===== src/rtl/instruction_fetch_pkg.sv =====
// Shared definitions for the instruction fetch unit: datapath widths and
// the fetch sequencer state encoding.
package instruction_fetch_pkg;

  localparam int DATA_WIDTH  = 8;
  localparam int COUNT_WIDTH = 16;

  typedef enum logic [1:0] {
    IDLE,
    RUN,
    HALTED
  } fetch_state_t;

endpackage


===== src/rtl/instruction_fetch_next_pc_calc.sv =====
// Combinational next-PC selection for a running fetch unit: sequential
// increment, conditional branch or unconditional jump, absolute or PC-relative.
module next_pc_calc
  import instruction_fetch_pkg::*;
(
  input  logic [DATA_WIDTH-1:0] pc_i,
  input  logic                  branch_i,
  input  logic                  jump_i,
  input  logic                  relative_i,
  input  logic                  compareFlag_i,
  input  logic [DATA_WIDTH-1:0] dest_i,
  output logic [DATA_WIDTH-1:0] nextPc_o
);

  logic [DATA_WIDTH-1:0] target;
  logic                  takeTarget;

  // Relative offsets are two's complement, so a plain truncating add wraps both ways.
  assign target     = relative_i ? pc_i + dest_i : dest_i;
  assign takeTarget = jump_i | (branch_i & compareFlag_i);
  assign nextPc_o   = takeTarget ? target : pc_i + DATA_WIDTH'(1);

endmodule


===== src/rtl/instruction_fetch.sv =====
// Instruction fetch sequencer: owns the PC, the run/halt state machine and
// the saturating retired-instruction counter.
module instruction_fetch
  import instruction_fetch_pkg::*;
(
  input  logic                   clk,
  input  logic                   rst_n,
  input  logic                   _start,
  input  logic [DATA_WIDTH-1:0]  _startAddress,
  input  logic                   _stall,
  input  logic                   _halt,
  input  logic                   _branch,
  input  logic                   _jump,
  input  logic                   _relative,
  input  logic [DATA_WIDTH-1:0]  _destBranchJump,
  input  logic                   _compareFlag,
  output logic [DATA_WIDTH-1:0]  pc,
  output logic                   running,
  output logic                   done,
  output logic [COUNT_WIDTH-1:0] insnCount
);

  fetch_state_t           state_q;
  logic [DATA_WIDTH-1:0]  pc_q;
  logic [DATA_WIDTH-1:0]  nextPc_d;
  logic [COUNT_WIDTH-1:0] count_q;
  logic [COUNT_WIDTH-1:0] countInc_d;

  next_pc_calc u_nextPc (
    .pc_i          (pc_q),
    .branch_i      (_branch),
    .jump_i        (_jump),
    .relative_i    (_relative),
    .compareFlag_i (_compareFlag),
    .dest_i        (_destBranchJump),
    .nextPc_o      (nextPc_d)
  );

  assign countInc_d = (count_q == '1) ? count_q : count_q + COUNT_WIDTH'(1);

  // Stall dominates every decode input; a halt still retires its own instruction.
  always_ff @(posedge clk or negedge rst_n) begin
    if (!rst_n) begin
      state_q <= IDLE;
      pc_q    <= '0;
      count_q <= '0;
    end else begin
      case (state_q)
        IDLE, HALTED: begin
          if (_start) begin
            pc_q    <= _startAddress;
            count_q <= '0;
            state_q <= RUN;
          end
        end
        RUN: begin
          if (!_stall) begin
            count_q <= countInc_d;
            if (_halt) begin
              state_q <= HALTED;
            end else begin
              pc_q <= nextPc_d;
            end
          end
        end
        default: state_q <= IDLE;
      endcase
    end
  end

  assign pc        = pc_q;
  assign insnCount = count_q;
  assign running   = (state_q == RUN);
  assign done      = (state_q == HALTED);

endmodule


===== config.mk =====
export PLATFORM = sky130hd
export DESIGN_NAME = instruction_fetch
export DESIGN_NICKNAME = d
export VERILOG_FILES = /design/src/rtl/instruction_fetch_pkg.sv /design/src/rtl/instruction_fetch_next_pc_calc.sv /design/src/rtl/instruction_fetch.sv
export SDC_FILE = /design/constraint.sdc
export NUM_CORES = 1
export LEC_CHECK = 0
export CAP_MARGIN = 20
export CORE_MARGIN = 4
export CORE_UTILIZATION = 40
export DETAILED_ROUTE_END_ITERATION = 7
export MAX_ROUTING_LAYER = met4
export PLACE_DENSITY = 0.68
export SLEW_MARGIN = 10
export SYNTH_ARGS = -nofsm -noshare
export SYNTH_HDL_FRONTEND = slang
export SYNTH_SLANG_ARGS = --single-unit

===== constraint.sdc =====
create_clock -name clk -period 4.35 [get_ports clk]
set_input_delay 0.6525 -clock clk [delete_from_list [all_inputs] [get_ports clk]]
set_output_delay 0.6525 -clock clk [all_outputs]
set_load 0.05 [all_outputs]

==> key figures, run 1 <==
Run status
  • Outcome: complete, no violations

Worst setup path
  • Slowest CP cell: clkdlybuf4s50_1
  • CP arrival: 2.29 ns
  • Critical path fanouts, max: 16
  • CP Data Required Time: 3.70 ns
  • CP endpoint kind: output port
  • Crit path kind: reg -> out
  • Max stage delay on crit path: 0.83 ns
  • Element type at the critical path start: flop
  • CP Cell Sequence: nand2b_1, inv_4, clkdlybuf4s50_1

Place
  • Placed cell count: 315
  • Post-DP HPWL: 3590 um
  • Area after DPL: 2440 sq um
  • GPL Wtd Cong: 0.875
  • IO buf count: 50
  • Post-Place Setup Slack: 1.54 ns

Layout
  • Antenna fix cells: 0
  • Commonest non-fill, non-tap cell in the layout: clkdlybuf4s50_1
  • Fillers: 424
  • Finished Layout Cells: 319
  • Most frequent cells in the layout: clkdlybuf4s50_1 (50), dfrtp_1 (26), a21oi_1 (20)
  • Multi-input logic area: 1170 sq um
  • Area grow syn2layout: 31.7%
  • FF+latch area: 651 sq um
  • Share of layout cells above drive strength 1: 0.0524
  • Design Area, Final: 2490 sq um
  • Total Nets Final: 303

CTS
  • Buffer count from post-CTS setup fixing: 0
  • CTS Hold Bufs: 0
  • Clock root buffer: clkbuf_8
  • CTS max path bufs: 2
  • CTS Sinks: 26
  • CTS buffer count: 3
  • CTS clk-pin slew, worst paths: 0.10 ns
  • Clock Latency Late Sink: 0.27 ns
  • TritonCTS clock tree: yes
  • Post-cts gate resize count: 0
  • H-tree depth: 1

Timing
  • Tightest Pin Transition: 0.744 ns
  • RSZ-0062 raised after global routing: no
  • Setup tns final: 0 ns
  • # setup viols final: 0
  • Headroom to the max-slew limit: 0.502
  • Final worst slack: 1.41 ns
  • Post-route minimum period: 2.94 ns
  • Skew final: 0.0113 ns
  • Final hold violations: 0
  • Final Cycle Share: 0.677
  • Fmax: 340 MHz
  • Max Slew Vio Count: 0

Yosys
  • Simple-Gate Fraction of Synth Area: 0.208
  • Xor/xnor share of the synthesized area: 0.0926
  • Post-synthesis instance total: 218
  • Unique masters post-synth: 44
  • Async SR Flop Fraction: 1.00
  • YS warnings: 0
  • Post-synth EDFFs: 0
  • Synth top area share: 0.344
  • Post-Synth Adder-Cell Area: 0.0701
  • Avg Inst Size Synth: 8.68 sq um
  • Cell taking the most area after synthesis: dfrtp_1
  • Register area share after synthesis: 0.344
  • Largest family of logic cells by synthesized area: compound AO/OA/AOI/OAI gates
  • Top cells by area, synth: dfrtp_1 (34%), ha_1 (6.0%), xor2_1 (5.6%), a21oi_1 (5.3%), o21ai_0 (4.8%)
  • Complex-gate fraction of the synthesized area: 0.224
  • Synth Register Bits: 26
  • Post-synthesis mux area share: 0.0218
  • Mapped cell area: 1890 sq um
  • Top FF cell, synth: dfrtp_1
  • Syn nets: 253

Min path
  • Path category of the worst min-delay check: reg -> reg

Drt
  • Vias per Instance: 5.44
  • DRT Wirelength: 4650 um
  • Via count: 1734
  • Iteration-0 DRC count of the detailed router: 115
  • Routed Antenna Nets: 0
  • DRC Markers: 0
  • Average wire per standard cell: 14.6 um
  • Pre-antenna DRT Iters: 4

Floorplan
  • Die Height: 76.8 um
  • Die Area: 5890 sq um
  • Row count: 24
  • Width of the chip: 76.8 um
  • Area of the core: 4470 sq um
  • Top Ports: 51
  • Initial core utilization: 0.423

Power
  • Max IR drop VDD: 319 uV
  • Pleak: 0.00109 uW
  • Pwr dens: 545 nW/um^2

GRT
  • Number of global-route vias before repair: 1659
  • Total GRT Usage: 0.169
  • Total gr overflow: 0
  • Initial antenna violation count: 0
  • Largest net degree at the start of global routing: 27
  • First-pass GRT wire length: 8050 um

Run
  • Max_cap viols: 0
==> stage by stage <==
| stage | util | power [uW] | hold WS (ns) |
|---|---|---|---|
| final | 0.557 | 1360 | 0.581 |
| after CTS | 0.557 | 1370 | 0.581 |
| after global routing | 0.557 | 1460 | 0.652 |
| after detailed placement | 0.545 | 1200 | 0.558 |
| after global placement | 0.545 | 1200 | 0.563 |
| after floorplan | - | 983 | 0.357 |
==> worst paths after layout <==
check | start | endpoint | slack (ns) | depth (start not counted)
setup / recovery | state_q[1] | running | 1.41 | 3
hold / removal | insnCount[15] | insnCount[15] | 0.58 | 2
setup reg to reg | state_q[1] | pc[6] | 1.74 | 6
hold reg to reg | insnCount[15] | insnCount[15] | 0.58 | 2
max in group asynchronous | rst_n | insnCount[7] | 3.35 | 2
min in group asynchronous | rst_n | insnCount[13] | 0.73 | 2
==> registers in the layout, summed over array words and instances (netlist names) <==
name	cells
insnCount	16
pc	8
state_q	2
==> critical path: cells and delay by family (launching register included) <==
family | cells | cell delay, ns
AND/OR/NAND/NOR | 1 | 0.47
flip-flops | 1 | 0.46
buffers and inverters | 2 | 1.09
==> routing by layer <==
metal	part of all wire	track usage	vias up	wire, um
met5	0	-	-	0
met4	0.0060	0.0326	0	28
met3	0.043	0.0281	2	202
met2	0.46	0.267	40	2120
met1	0.49	0.230	799	2300
li1	-	-	893	-
==> report_power, final <==
group,internal (uW),total [uW],switching (uW),leakage (uW)
registers,295,393,97.6,0.000343
logic,319,809,490,0.000722
clock network,81.0,158,77.4,0.0000288
==> cell usage after synthesis (2+ instances only) <==
| cell type | count |
|---|---|
| a21o_1 | 8 |
| nor2b_1 | 2 |
| nand3_1 | 11 |
| nand2_1 | 14 |
| a22o_1 | 3 |
| dfrtp_1 | 26 |
| o21ai_0 | 18 |
| and4_1 | 2 |
| a31oi_1 | 2 |
| o211ai_2 | 2 |
| nor3_1 | 6 |
| a21oi_1 | 20 |
| inv_1 | 8 |
| xnor2_1 | 8 |
| clkbuf_1 | 5 |
| and3_1 | 7 |
| a211oi_1 | 4 |
| or3_1 | 5 |
| ha_1 | 9 |
| nand4_1 | 3 |
| xor2_1 | 12 |
| nor2_1 | 18 |
| mux2i_1 | 3 |
| nand2b_1 | 2 |
==> area by class of cell <==
cell class	count	share of cell area
inverter	10	0.0161
sequential	26	0.261
timing repair buffer	52	0.207
clock buffer	4	0.0221
multi-input combinational	175	0.468
tap	52	0.0261
==> cells by family (layout without fill, tap and decap cells) <==
group / after synthesis / count (layout)
AND/OR/NAND/NOR: 75 / 75
AO/OA/AOI/OAI: 66 / 66
flip-flops: 26 / 26
XOR/XNOR: 20 / 20
buffers and inverters: 17 / 66
adder cells (fa/ha/maj): 10 / 10
multiplexers: 4 / 4
Power figures use the tool's default switching activity.
==> run 2, diff against run 1 <==
==> constraint.sdc (replaced) <==
create_clock -name clk -period 2.8 [get_ports clk]
set_input_delay 0.42 -clock clk [delete_from_list [all_inputs] [get_ports clk]]
set_output_delay 0.42 -clock clk [all_outputs]
set_load 0.05 [all_outputs]
==> key figures, run 2 (same netlist as run 1, synthesis figures left out) <==
Run status
  • Outcome: complete, no violations (unchanged)

Floorplan
  • Initial core utilization: 0.423 (unchanged)
  • Area of the core: 4470 sq um (unchanged)
  • Top Ports: 51 (unchanged)
  • Row count: 24 (unchanged)
  • Die Height: 76.8 um (unchanged)
  • Die Area: 5890 sq um (unchanged)
  • Width of the chip: 76.8 um (unchanged)

Timing
  • # setup viols final: 0 (unchanged)
  • Tightest Pin Transition: 0.719 ns (was 0.744 ns)
  • Final hold violations: 0 (unchanged)
  • Fmax: 421 MHz
  • RSZ-0062 raised after global routing: no (unchanged)
  • Skew final: 0.00459 ns (was 0.0113 ns)
  • Headroom to the max-slew limit: 0.521 (was 0.502)
  • Setup tns final: 0 ns (unchanged)
  • Final Cycle Share: 0.847
  • Max Slew Vio Count: 0 (unchanged)
  • Post-route minimum period: 2.37 ns
  • Hold Slack: 0.514 ns (was 0.581 ns)
  • Final worst slack: 0.427 ns (was 1.41 ns)

CTS
  • CTS clk-pin slew, worst paths: 0.08 ns (was 0.10 ns)
  • Buffer count from post-CTS setup fixing: 0 (unchanged)
  • Post-cts gate resize count: 0 (unchanged)
  • H-tree depth: 1 (unchanged)
  • CTS Hold Bufs: 0 (unchanged)
  • Clock Latency Late Sink: 0.27 ns (about the same)
  • CTS buffer count: 3 (unchanged)
  • TritonCTS clock tree: yes (unchanged)
  • CTS Sinks: 26 (unchanged)
  • CTS max path bufs: 2 (unchanged)
  • Clock root buffer: clkbuf_8 (unchanged)

GRT
  • Total GRT Usage: 0.170 (was 0.169)
  • Met3 Use GR: 0.0340 (was 0.0281)
  • Largest net degree at the start of global routing: 27 (unchanged)
  • GR Layer Usage met1: 0.229 (was 0.230)
  • Total gr overflow: 0 (unchanged)
  • First-pass GRT wire length: 8140 um (was 8050 um)
  • Initial antenna violation count: 0 (unchanged)
  • Number of global-route vias before repair: 1703 (was 1659)
  • Met2 usage: 0.270 (was 0.267)
  • Grt peak-use layer: met2 (unchanged)

Layout
  • Layout Utilization: 0.559 (was 0.557)
  • Max FFs per register: 16 (unchanged)
  • Commonest non-fill, non-tap cell in the layout: clkdlybuf4s50_1 (unchanged)
  • Area grow syn2layout: 32.2% (was 31.7%)
  • Total Nets Final: 306 (was 303)
  • Antenna fix cells: 0 (unchanged)
  • Most frequent cells in the layout: clkdlybuf4s50_1 (50), dfrtp_1 (26), a21oi_1 (20) (unchanged)
  • Share of layout cells above drive strength 1: 0.0595 (was 0.0524)

Place
  • Post-DP HPWL: 3610 um (was 3590 um)
  • GPL Wtd Cong: 0.805 (was 0.875)
  • Post-Place Setup Slack: 0.226 ns (was 1.54 ns)
  • IO buf count: 50 (unchanged)

Power
  • Pleak: 0.00110 uW (was 0.00109 uW)
  • Share of power burned in registers: 0.291 (was 0.289)
  • Pwr dens: 840 nW/um^2 (was 545 nW/um^2)
  • Internal power: 1070 uW (was 695 uW)
  • Logic pwr share: 0.612 (was 0.595)
  • Switch Pwr: 1030 uW (was 665 uW)
  • Sw frac: 0.491 (was 0.489)
  • Clock Power Share: 0.098 (was 0.116)
  • Max IR drop VDD: 538 uV (was 319 uV)

Drt
  • Via count: 1776 (was 1734)
  • Vias per Instance: 5.53 (was 5.44)
  • Iteration-0 DRC count of the detailed router: 89 (was 115)
  • DRT Wirelength: 4640 um (was 4650 um)
  • Average wire per standard cell: 14.4 um (was 14.6 um)
  • Routed Antenna Nets: 0 (unchanged)
  • Pre-antenna DRT Iters: 4 (unchanged)
  • DRC Markers: 0 (unchanged)

Run
  • Max_cap viols: 0 (unchanged)

Min path
  • Path category of the worst min-delay check: in -> async (was reg -> reg)

Worst setup path
  • CP arrival: 1.95 ns (was 2.29 ns)
  • Worst path buffer plus inverter count: 2 (unchanged)
  • Crit path max-delay family: buffers and inverters (unchanged)
  • Element type at the critical path start: flop (unchanged)
  • Critical path fanouts, max: 8 (was 16)
  • Max stage delay on crit path: 0.82 ns (was 0.83 ns)
  • Slowest CP cell: clkdlybuf4s50_1 (unchanged)
  • Crit path kind: reg -> out (unchanged)
  • CP Cell Sequence: nand2b_1, inv_4, clkdlybuf4s50_1 (unchanged)
  • CP endpoint kind: output port (unchanged)
  • CP Data Required Time: 2.38 ns (was 3.70 ns)
[run 2: cell types whose count changed in the layout (fill, tap and decap cells not counted)]
cell and change:
buf_4 +3, clkbuf_8 -1
[run 2: power by group through the flow]
stage	combinational [uW]	clock, uW	sequential (uW)
2_1_floorplan	714	0	813
3_3_place_gp	1270	0	614
3_5_place_dp	1290	0	615
4_1_cts	1290	220	608
5_1_grt	1400	236	634
6_report	1290	205	611
[run 2: final timing paths]
check	from	endpoint	slack, ns	depth (start not counted)
max	state_q[1]	running	0.43	3
min	rst_n	insnCount[14]	0.51	2
max reg2reg	pc[0]	pc[6]	0.60	9
min reg2reg	insnCount[15]	insnCount[15]	0.58	2
max in group asynchronous	rst_n	pc[3]	2.03	2
min in group clk	insnCount[15]	insnCount[15]	0.58	2
[run 2: area by class of cell]
| type | instances | area, sq um |
|---|---|---|
| repair buffers | 55 | 538 |
| clock buffers | 3 | 41.3 |
| inverters | 10 | 40.0 |
| multi-input cells | 175 | 1170 |
| flip-flops and latches | 26 | 651 |
| well taps | 52 | 65.1 |
| fillers | 417 | 1970 |
[run 2: metal layers]
metal,vias up,part of all wire
met1,842,0.48
met3,2,0.041
met2,35,0.47
li1,897,-
met4,0,0.0060
met5,-,0
[run 2: stage by stage]
stage	instance area, sq um	cells	power (uW)
after floorplan	1890	218	1530
final	2500	321	2100
after CTS	2500	321	2120
after global routing	2500	321	2270
after detailed placement	2460	318	1900
after global placement	2460	318	1880
